==> config.mk <==
export PLATFORM = sky130hd
export DESIGN_NAME = wb_initiator
export DESIGN_NICKNAME = d
export VERILOG_FILES = /design/src/rtl/wb_initiator.sv
export SDC_FILE = /design/constraint.sdc
export NUM_CORES = 1
export LEC_CHECK = 0
export CAP_MARGIN = 25
export CORE_MARGIN = 2
export CORE_UTILIZATION = 35
export CTS_BUF_LIST = sky130_fd_sc_hd__clkbuf_4
export DETAILED_ROUTE_END_ITERATION = 10
export PLACE_DENSITY = 0.77
export SLEW_MARGIN = 30
export SYNTH_ARGS = -nofsm -noshare
export SYNTH_HDL_FRONTEND = slang
export SYNTH_SLANG_ARGS = --single-unit
==> constraint.sdc <==
create_clock -name clk -period 1.6 [get_ports clk]
set_input_delay 0.32 -clock clk [delete_from_list [all_inputs] [get_ports clk]]
set_output_delay 0.32 -clock clk [all_outputs]
set_load 0.1 [all_outputs]
==> src/rtl/wb_initiator.sv <==
// Single-transaction Wishbone classic-cycle initiator: one command in, one bus cycle,
// one response out, with an optional stall timeout.
module wb_initiator #(
    parameter int unsigned DATA_WIDTH   = 32,
    parameter int unsigned ADDR_WIDTH   = 32,
    parameter int unsigned SELECT_WIDTH = DATA_WIDTH / 8,
    parameter int unsigned TIMEOUT      = 255
) (
    input  logic                    clk,
    input  logic                    rst_n,

    input  logic                    cmd_valid,
    output logic                    cmd_ready,
    input  logic                    cmd_we,
    input  logic [ADDR_WIDTH-1:0]   cmd_addr,
    input  logic [SELECT_WIDTH-1:0] cmd_sel,
    input  logic [DATA_WIDTH-1:0]   cmd_data,

    output logic                    rsp_valid,
    input  logic                    rsp_ready,
    output logic [DATA_WIDTH-1:0]   rsp_data,
    output logic                    rsp_err,
    output logic                    rsp_timeout,

    output logic [ADDR_WIDTH-1:0]   adr_o,
    output logic [DATA_WIDTH-1:0]   dat_o,
    output logic                    we_o,
    output logic [SELECT_WIDTH-1:0] sel_o,
    output logic                    stb_o,
    output logic                    cyc_o,
    input  logic [DATA_WIDTH-1:0]   dat_i,
    input  logic                    ack_i,
    input  logic                    err_i
);

    localparam int unsigned CNT_WIDTH = (TIMEOUT == 0) ? 1 : $clog2(TIMEOUT + 1);
    localparam logic [CNT_WIDTH-1:0] CNT_LAST =
        (TIMEOUT == 0) ? '0 : CNT_WIDTH'(TIMEOUT - 1);

    typedef enum logic [1:0] {
        StIdle,
        StBus,
        StResp
    } state_e;

    state_e               state_q;
    logic [CNT_WIDTH-1:0] cnt_q;
    logic                 timeout_hit;

    assign timeout_hit = (TIMEOUT != 0) && (cnt_q == CNT_LAST);

    // Handshake and strobe outputs are pure decodes of the state flop.
    assign cmd_ready = (state_q == StIdle);
    assign cyc_o     = (state_q == StBus);
    assign stb_o     = (state_q == StBus);
    assign rsp_valid = (state_q == StResp);

    always_ff @(posedge clk) begin
        if (!rst_n) begin
            state_q     <= StIdle;
            cnt_q       <= '0;
            adr_o       <= '0;
            dat_o       <= '0;
            we_o        <= 1'b0;
            sel_o       <= '0;
            rsp_data    <= '0;
            rsp_err     <= 1'b0;
            rsp_timeout <= 1'b0;
        end else begin
            unique case (state_q)
                StIdle: begin
                    if (cmd_valid) begin
                        adr_o   <= cmd_addr;
                        dat_o   <= cmd_data;
                        we_o    <= cmd_we;
                        sel_o   <= cmd_sel;
                        cnt_q   <= '0;
                        state_q <= StBus;
                    end
                end
                StBus: begin
                    // Saturate so a disabled timeout never wraps the counter.
                    if (cnt_q != '1) begin
                        cnt_q <= cnt_q + 1'b1;
                    end
                    if (err_i) begin
                        rsp_data    <= '0;
                        rsp_err     <= 1'b1;
                        rsp_timeout <= 1'b0;
                        state_q     <= StResp;
                    end else if (ack_i) begin
                        rsp_data    <= dat_i;
                        rsp_err     <= 1'b0;
                        rsp_timeout <= 1'b0;
                        state_q     <= StResp;
                    end else if (timeout_hit) begin
                        rsp_data    <= '0;
                        rsp_err     <= 1'b1;
                        rsp_timeout <= 1'b1;
                        state_q     <= StResp;
                    end
                end
                StResp: begin
                    if (rsp_ready) begin
                        state_q <= StIdle;
                    end
                end
                default: state_q <= StIdle;
            endcase
        end
    end

endmodule
# Word level (Yosys, flattened, before mapping)

Index checks and enable logic that the tools add are counted.

$add $sub $neg: 1
Multiply operators: 0
Div/mod/pow operators: 0
$lt $le $gt $ge: 0
Equality and inequality tests: 8
Shift operators: 0
Mux-type cells: 16
Bitwise logic cells: 0
Reduce and logical (&&, ||, !) cells: 7

Operators by type and width:

| kind                | number |
|---|---|
| $mux 32             | 3 |
| $mux 8              | 2 |
| $pmux 8 s2          | 1 |
| $mux 2              | 5 |
| $add 8x1->8 const B | 1 |
| $eq 8x8->1 const B  | 1 |
| $ne 8x8->1 const B  | 1 |
| $pmux 2 s3          | 1 |
| $reduce_and 3->1    | 2 |
| $mux 1              | 4 |
| $ne 2x1->1 const B  | 2 |
| $ne 4x1->1 const B  | 1 |
| $reduce_and 2->1    | 2 |
| $reduce_bool 3->1   | 1 |
| $eq 2x1->1 const B  | 1 |
| $eq 2x2->1 const B  | 1 |
| $logic_not 2->1     | 1 |
| $ne 2x2->1 const B  | 1 |
| $reduce_bool 2->1   | 1 |

Register bits after elaboration: 113
Latch bits: 0
Memory bits (writable): 0
Memory bits (read-only): 0
Input bits: 107
Output and inout port bits: 107
Word-level logic and storage cells: 41
Memories: 0

# Longest topological paths before layout

Gate-level depths: netlist (run 1).

Depth after elaboration: 5
Mapped depth: 7

# Worst setup path before layout (run 1)

OpenSTA, ideal clock, no wires.

Path kind: flip-flop to flip-flop
Start: reg state_q[0]
End: reg adr_o[10]
Library setup time: 0.070 ns
Arrival: 2.441 ns
Data required time: 1.530 ns
Slack: -0.911 ns
Stages on the path, launching flop included: 8
Path buffers: 3
Cells stage by stage: dfxtp_1 > buf_6 > nor2_1 > and2_1 > buf_2 > buf_2 > nand2_1 > a21oi_1

Word-level cells in the longest chain between the ends: 2

RTL lines:

| element                           | line | text |
|---|---|---|
| start, declared                   | 46   | `state_e state_q;` |
| start signal, assigned            | 60   | `state_q <= StIdle;` |
| start signal, assigned            | 78   | `state_q <= StBus;` |
| start signal, assigned            | 90   | `state_q <= StResp;` |
| $logic_not 2->1                   | n/a  |  |
| net cmd_ready                     | 13   | `output logic cmd_ready,` |
| $reduce_and 2->1 (no source line) | n/a  |  |
| end signal, assigned              | 73   | `adr_o <= cmd_addr;` |
| end, declared                     | 25   | `output logic [ADDR_WIDTH-1:0] adr_o,` |

The timed path passes the listed nets, and every way through them passes these cells.
A chain may end at the register's enable or synchronous reset.

# Final worst setup path (run 1)

Start: reg state_q[0]
End: out cmd_ready

Word-level cells in the longest chain between the ends: 1

RTL lines:

| element         | line | text |
|---|---|---|
| $logic_not 2->1 | 53   | `assign cmd_ready = (state_q == StIdle);` |
| end, declared   | 13   |  |

No other way between the ends.

==> results of run 1 <==
==> worst min-delay path by stage <==
stage                       from   endpoint  slack (ps)  cells past startpoint
floorplan                  ack_i    rsp_err         440                      1
global placement        dat_o[9]   dat_o[9]         480                      2
detailed placement      adr_o[6]   adr_o[6]         480                      2
CTS                  cmd_addr[9]   adr_o[9]         300                      3
global route        cmd_addr[28]  adr_o[28]         300                      3
finish               cmd_data[0]   dat_o[0]         360                      3
==> critical path, cell delays in order (launching register included) <==
cell and delay (ps):
dfxtp_4 370, buf_6 120, nor2_4 110, buf_12 180
==> cell families after synthesis <==
kind of cell               count (synthesis)  share of synthesized area, %
and+or+nand+nor                          170                          17.5
buffers and inverters                     38                          5.02
xor gates and xnor gates                   3                         0.655
adders and majority gates                  2                         0.624
AOI/OAI and AO/OA                        123                          19.9
DFF                                      113                          56.4
==> state kept, by name, summed over array words and instances (netlist names) <==
| name | count |
|---|---|
| sel_o | 4 |
| dat_o | 32 |
| rsp_timeout | 1 |
| we_o | 1 |
| state_q | 2 |
| rsp_data | 32 |
| cnt_q | 8 |
| rsp_err | 1 |
| adr_o | 32 |
==> through the flow <==
| step | hold WS [ps] | instances | setup TNS [ps] | worst slack [ps] |
|---|---|---|---|---|
| 2_1_floorplan | 436 | 449 | -3280 | -53.9 |
| 3_3_place_gp | 479 | 789 | -15520 | -261 |
| 3_5_place_dp | 483 | 789 | -18800 | -294 |
| 4_1_cts | 297 | 824 | -304 | -92.8 |
| 5_1_grt | 299 | 826 | -604 | -99.9 |
| 6_report | 360 | 826 | -35.5 | -10.2 |
==> cell usage in the layout, fill, tap and decap left out, drive strengths merged <==
master,count
nand2,141
buf,127
dfxtp,113
clkdlybuf4s50,106
a21oi,74
a22o,32
clkbuf,19
nor2,8
clkinv,7
bufinv,6
inv,5
nand3,4
o21ai,4
o21a,3
and4,3
nor3,3
xnor2,2
o2111ai,2
a211oi,2
and3,2
ha,2
nor2b,2
nand4,2
diode,1
nand2b,1
and2,1
or3b,1
o21bai,1
a2111oi,1
o21ba,1
xor2,1
or3,1
a31oi,1
or2,1
a311oi,1
o221a,1
clkinvlp,1
==> report_power, final <==
part / internal (mW) / total (mW) / switching (mW) / leakage [nW]
clock network: 1.54 / 2.58 / 1.04 / 0.186
logic: 0.945 / 2.38 / 1.43 / 1.98
registers: 2.95 / 3.10 / 0.151 / 0.925
total: 5.44 / 8.06 / 2.62 / 3.09
==> final cells by class <==
class	count	area (um2)	share of cell area, %
flip-flops and latches	113	2270	28.7
multi-input cells	298	1590	20.2
clock inverters	14	218	2.75
well taps	143	179	2.26
diodes	1	2.50	0.0317
clock buffers	18	135	1.71
repair buffers	234	3480	44.1
inverters	5	21.3	0.269
==> timing repair <==
item,4_1_cts,5_1_grt
gates resized for setup,7,7
buffers inserted,3,0
endpoints found under the setup margin,6,41
cloned,0,1
pin swaps,1,2
hold buffers,0,0
==> layer usage <==
layer | global-route usage, % | wire [um] | vias up
met5 | 0 | 0 | -
met4 | 8.64 | 260 | 0
met3 | 5.36 | 621 | 22
met2 | 36.6 | 6850 | 127
met1 | 21.7 | 4750 | 1893
li1 | - | - | 1967
==> results.txt, run 1 <==
Clock Skew - 14.0 ps
RR Startpoint - cnt_q[0]
mapped cell area - 4010 um2
CTS Buf Count - 17
Util after Layout - 69.8%
routability cong. - 0.778
Crit Path Max Fanout - 4
antenna violations before repair - 1
Antenna Violating Nets Remaining - 0
row count - 39
1st-iter DRT viols - 193
Period minus WS final - 1610 ps
syn_nets - 558
endpoints failing setup - 4
violated checks - negative setup slack
post-route cell area - 7900 um2
Worst Hold Class - input pin to flop
fin worst setup slack - -10.2 ps
top_reg_cell synth - dfxtp_1
Reg2Reg Setup Slack - 50 ps
DPL Wire Length - 9.25 mm
largest buffer count on any clock path - 2
worst setup path end - cmd_ready
Core ar. - 11300 um2
layout cells sized above 1 - 25.8%
Final Power - 8.06 mW
ys async rst share - 0%
IO buf count - 213
worst slew pin tran - 452 ps
top-area cell type share of the netlist area - 56.4%
Worst Setup Start Kind - flop
grt ovf - 0
die area - 12300 um2
Leak - 3.09 nW
ranking of synthesized cells by area - dfxtp_1 (56%), nand2_1 (13%), a21oi_1 (9.2%)
clock tree from TritonCTS - yes
largest net degree at the start of global routing - 47
Root Driver - clkbuf_4
DP Area - 7460 um2
Ports - 214
GRT Overall Usage - 20.0%
MaxCap Viol Count - 0
status - complete, but fails checks
syn_area_per_cell - 8.94 um2
first-pass GRT wire length - 19.7 mm
worst skew pair latency - 500 ps
Starting Density - 35.4%
final hold violations - 0
drt wl/cell - 15.1 um
maximum VDD drop - 0.747 mV
FF-to-FF path depth - 7
Synth area leader - dfxtp_1
Worst-path clk slew - 100 ps
most frequent cells after synthesis - nand2_1 (141), dfxtp_1 (113), a21oi_1 (74), a22o_1 (32), buf_2 (20)
most common cell in the synthesized netlist - nand2_1
clk sinks - 113
via-per-instance ratio - 4.85
critical path type - flop to output pin
detailed-route via count - 4009
Worst R2R End - rsp_data[7]
DRC - 0
Achievable Freq - 621 MHz
unrepaired setup endpoints after global routing - true
die height - 111 um
register area share after synthesis - 56.4%
synthesis-to-finish area growth - 96.9%
die width - 111 um
Worst Setup End Kind - output pin
Syn. warnings - 0
Yosys reg bits - 113
Final Max Tran Viols - 0
post-layout net count - 778
Synth Instances - 449
CP startpoint - state_q[0]
relative slew slack - 69.8%
CTS H-tree depth - 4
critical path data arrival time - 1290 ps
post-synth cell types - 37
vias in the first global route - 3991
final WL - 12.5 mm
fillers - 815
critical path data required time - 1280 ps
pwr/cell area - 1020 nW/um2
Tcrit/Tclk final - 101%
Post-synth EDFFs - 0
DR pass1 iterations - 4
Note: power is estimated with default switching activity, not from simulation.
==> run 2, diff against run 1 <==
--- a/config.mk
+++ b/config.mk
@@ -6,6 +6,7 @@
 export NUM_CORES = 1
 export LEC_CHECK = 0
 export CAP_MARGIN = 25
+export CORE_ASPECT_RATIO = 2
 export CORE_MARGIN = 2
 export CORE_UTILIZATION = 35
 export CTS_BUF_LIST = sky130_fd_sc_hd__clkbuf_4
==> results.txt, run 2 (synthesis results as in run 1) <==
CP max-delay cell - or3b_2 (was dfxtp_4)
CP delay by family, top - simple AND/OR/NAND/NOR gates (was flip-flops)
Final Power - 7.73 mW (was 8.06 mW)
fin cells - 834 (was 826)
Slowest Stage Delay on Critical Path - 580 ps (was 370 ps)
row count - 55 (was 39)
first-pass GRT wire length - 21.7 mm (was 19.7 mm)
Period minus WS final - 1650 ps (was 1610 ps)
violated checks - negative setup slack (unchanged)
Final Max Tran Viols - 0 (unchanged)
endpoints failing setup - 43 (was 4)
largest net degree at the start of global routing - 70 (was 47)
Root Driver - clkbuf_4 (unchanged)
setup TNS - -1200 ps (was -35.5 ps)
MaxCap Viol Count - 0 (unchanged)
status - complete, but fails checks (unchanged)
unrepaired setup endpoints after global routing - true (unchanged)
CTS Buf Count - 17 (unchanged)
maximum VDD drop - 0.701 mV (was 0.747 mV)
die width - 79.7 um (was 111 um)
critical path data required time - 1950 ps (was 1280 ps)
Hold Path Origin - cmd_data[8] (was cmd_data[0])
1st-iter DRT viols - 191 (was 193)
clock tree from TritonCTS - yes (unchanged)
most frequent cells in the layout - nand2_1 (141), buf_12 (111), dfxtp_1 (108), clkdlybuf4s50_1 (106), a21oi_1 (73) (was nand2_1 (141), buf_12 (115), dfxtp_1 (110), clkdlybuf4s50_1 (106), a21oi_1 (73))
worst slew pin tran - 727 ps (was 452 ps)
final WL - 14.1 mm (was 12.5 mm)
pwr/cell area - 980 nW/um2 (was 1020 nW/um2)
IO buf count - 213 (unchanged)
critical path type - flop to flop (was flop to output pin)
final hold violations - 0 (unchanged)
placed insts - 792 (was 789)
die height - 155 um (was 111 um)
Clock Skew - 14.7 ps (was 14.0 ps)
critical path data arrival time - 2000 ps (was 1290 ps)
post-layout net count - 786 (was 778)
Achievable Freq - 604 MHz (was 621 MHz)
detailed-route via count - 4141 (was 4009)
drt wl/cell - 17.0 um (was 15.1 um)
cell breakdown of the critical path - buf_4 -> or3b_2 -> buf_4 -> nand2_1 -> a21oi_1 (was buf_6 -> nor2_4 -> buf_12)
Leak - 3.08 nW (was 3.09 nW)
DRC - 0 (unchanged)
Worst Hold Class - input pin to flop (unchanged)
Crit Path Max Fanout - 20 (was 4)
fin worst setup slack - -54.3 ps (was -10.2 ps)
clk sinks - 113 (unchanged)
vias in the first global route - 4310 (was 3991)
DR pass1 iterations - 5 (was 4)
Tcrit/Tclk final - 103% (was 101%)
Worst Setup Start Kind - flop (unchanged)
relative slew slack - 51.5% (was 69.8%)
layout cells sized above 1 - 27.7% (was 25.8%)
Fin Hold WS - 353 ps (was 360 ps)
synthesis-to-finish area growth - 96.5% (was 96.9%)
biggest regs - adr_o: 32 flops, dat_o: 32 flops, rsp_data: 32 flops (unchanged)
Antenna Violating Nets Remaining - 0 (unchanged)
largest buffer count on any clock path - 2 (unchanged)
RR Startpoint - state_q[1] (was cnt_q[0])
via-per-instance ratio - 4.97 (was 4.85)
Ports - 214 (unchanged)
DPL Wire Length - 10.4 mm (was 9.25 mm)
Worst Path Buf+Inv - 2 (unchanged)
CTS H-tree depth - 4 (unchanged)
most used cell, CP - buf_4
antenna violations before repair - 2 (was 1)
Core ar. - 11200 um2 (was 11300 um2)
worst skew pair latency - 490 ps (was 500 ps)
most common cell after layout, fill and taps aside - nand2_1 (unchanged)
Worst-path clk slew - 110 ps (was 100 ps)
Setup WS pre-CTS - -347 ps (was -294 ps)
routability cong. - 0.870 (was 0.778)
GRT Overall Usage - 22.7% (was 20.0%)
Starting Density - 35.8% (was 35.4%)
Worst Setup End Kind - flop (was output pin)
CTS hold repair buffers - 0 (unchanged)
grt ovf - 0 (unchanged)
die area - 12400 um2 (was 12300 um2)
CP startpoint - state_q[1] (was state_q[0])
run 2: cell types whose count changed in the layout (fill, tap and decap cells not counted), sizes merged:
cell	before	now
buf	127	135
bufinv	6	3
clkbuf	19	20
clkinv	7	5
clkinvlp	1	3
diode	1	2
inv	5	7
run 2: repair_timing:
item	4_1_cts	5_1_grt
cloned	0	1
pin swaps	1	3
gates resized for setup	7	13
setup endpoints to repair	4	114
setup buffers	5	3
run 2: cell type report:
class                   count  area [um2]
diodes                      2        5.00
flip-flops and latches    113        2280
fillers                   778        3330
clock buffers              19         143
multi-input cells         298        1600
well taps                 142         178
repair buffers            242        3490
inverters                   5        26.3
clock inverters            13         161
run 2: per-layer routing:
metal / track usage, % / share of wire, % / routed length, um / up-vias
li1: - / - / - / 1983
met1: 22.1 / 33 / 4640 / 1926
met2: 41.9 / 57 / 8020 / 194
met3: 6.09 / 6.4 / 906 / 38
met4: 12.3 / 4.1 / 584 / 0
met5: 0 / 0 / 0 / -
run 2: tightest hold or removal path, stage by stage:
cell,delay [ps]
clkdlybuf4s50_1,400
nand2_1,50
a21oi_1,50
run 2: report_power, final:
group / switching, mW / total (mW) / internal [mW]
registers: 0.153 / 3.11 / 2.95
logic: 1.45 / 2.40 / 0.946
clock network: 1.10 / 2.22 / 1.12
run 2: final timing paths:
check	slack, ps	depth (start not counted)	end
worst max-delay path	-50	5	adr_o[26]
worst max register to register	-50	5	adr_o[26]
worst min register to register	500	2	sel_o[3]
worst min-delay path	350	3	dat_o[8]
run 2: metrics by stage:
stage / instance area, um2 / util [%]
3_3_place_gp: 7440 / 66.3
2_1_floorplan: 4040 / -
4_1_cts: 7800 / 69.5
6_report: 7890 / 70.3
3_5_place_dp: 7440 / 66.3
5_1_grt: 7890 / 70.3
==> run 3, diff against run 2 <==
--- a/config.mk
+++ b/config.mk
@@ -5,7 +5,6 @@
 export SDC_FILE = /design/constraint.sdc
 export NUM_CORES = 1
 export LEC_CHECK = 0
-export CAP_MARGIN = 25
 export CORE_ASPECT_RATIO = 2
 export CORE_MARGIN = 2
 export CORE_UTILIZATION = 35
==> results of run 3 <==
No change in the layout: final DEF, timing and power equal those of run 2.
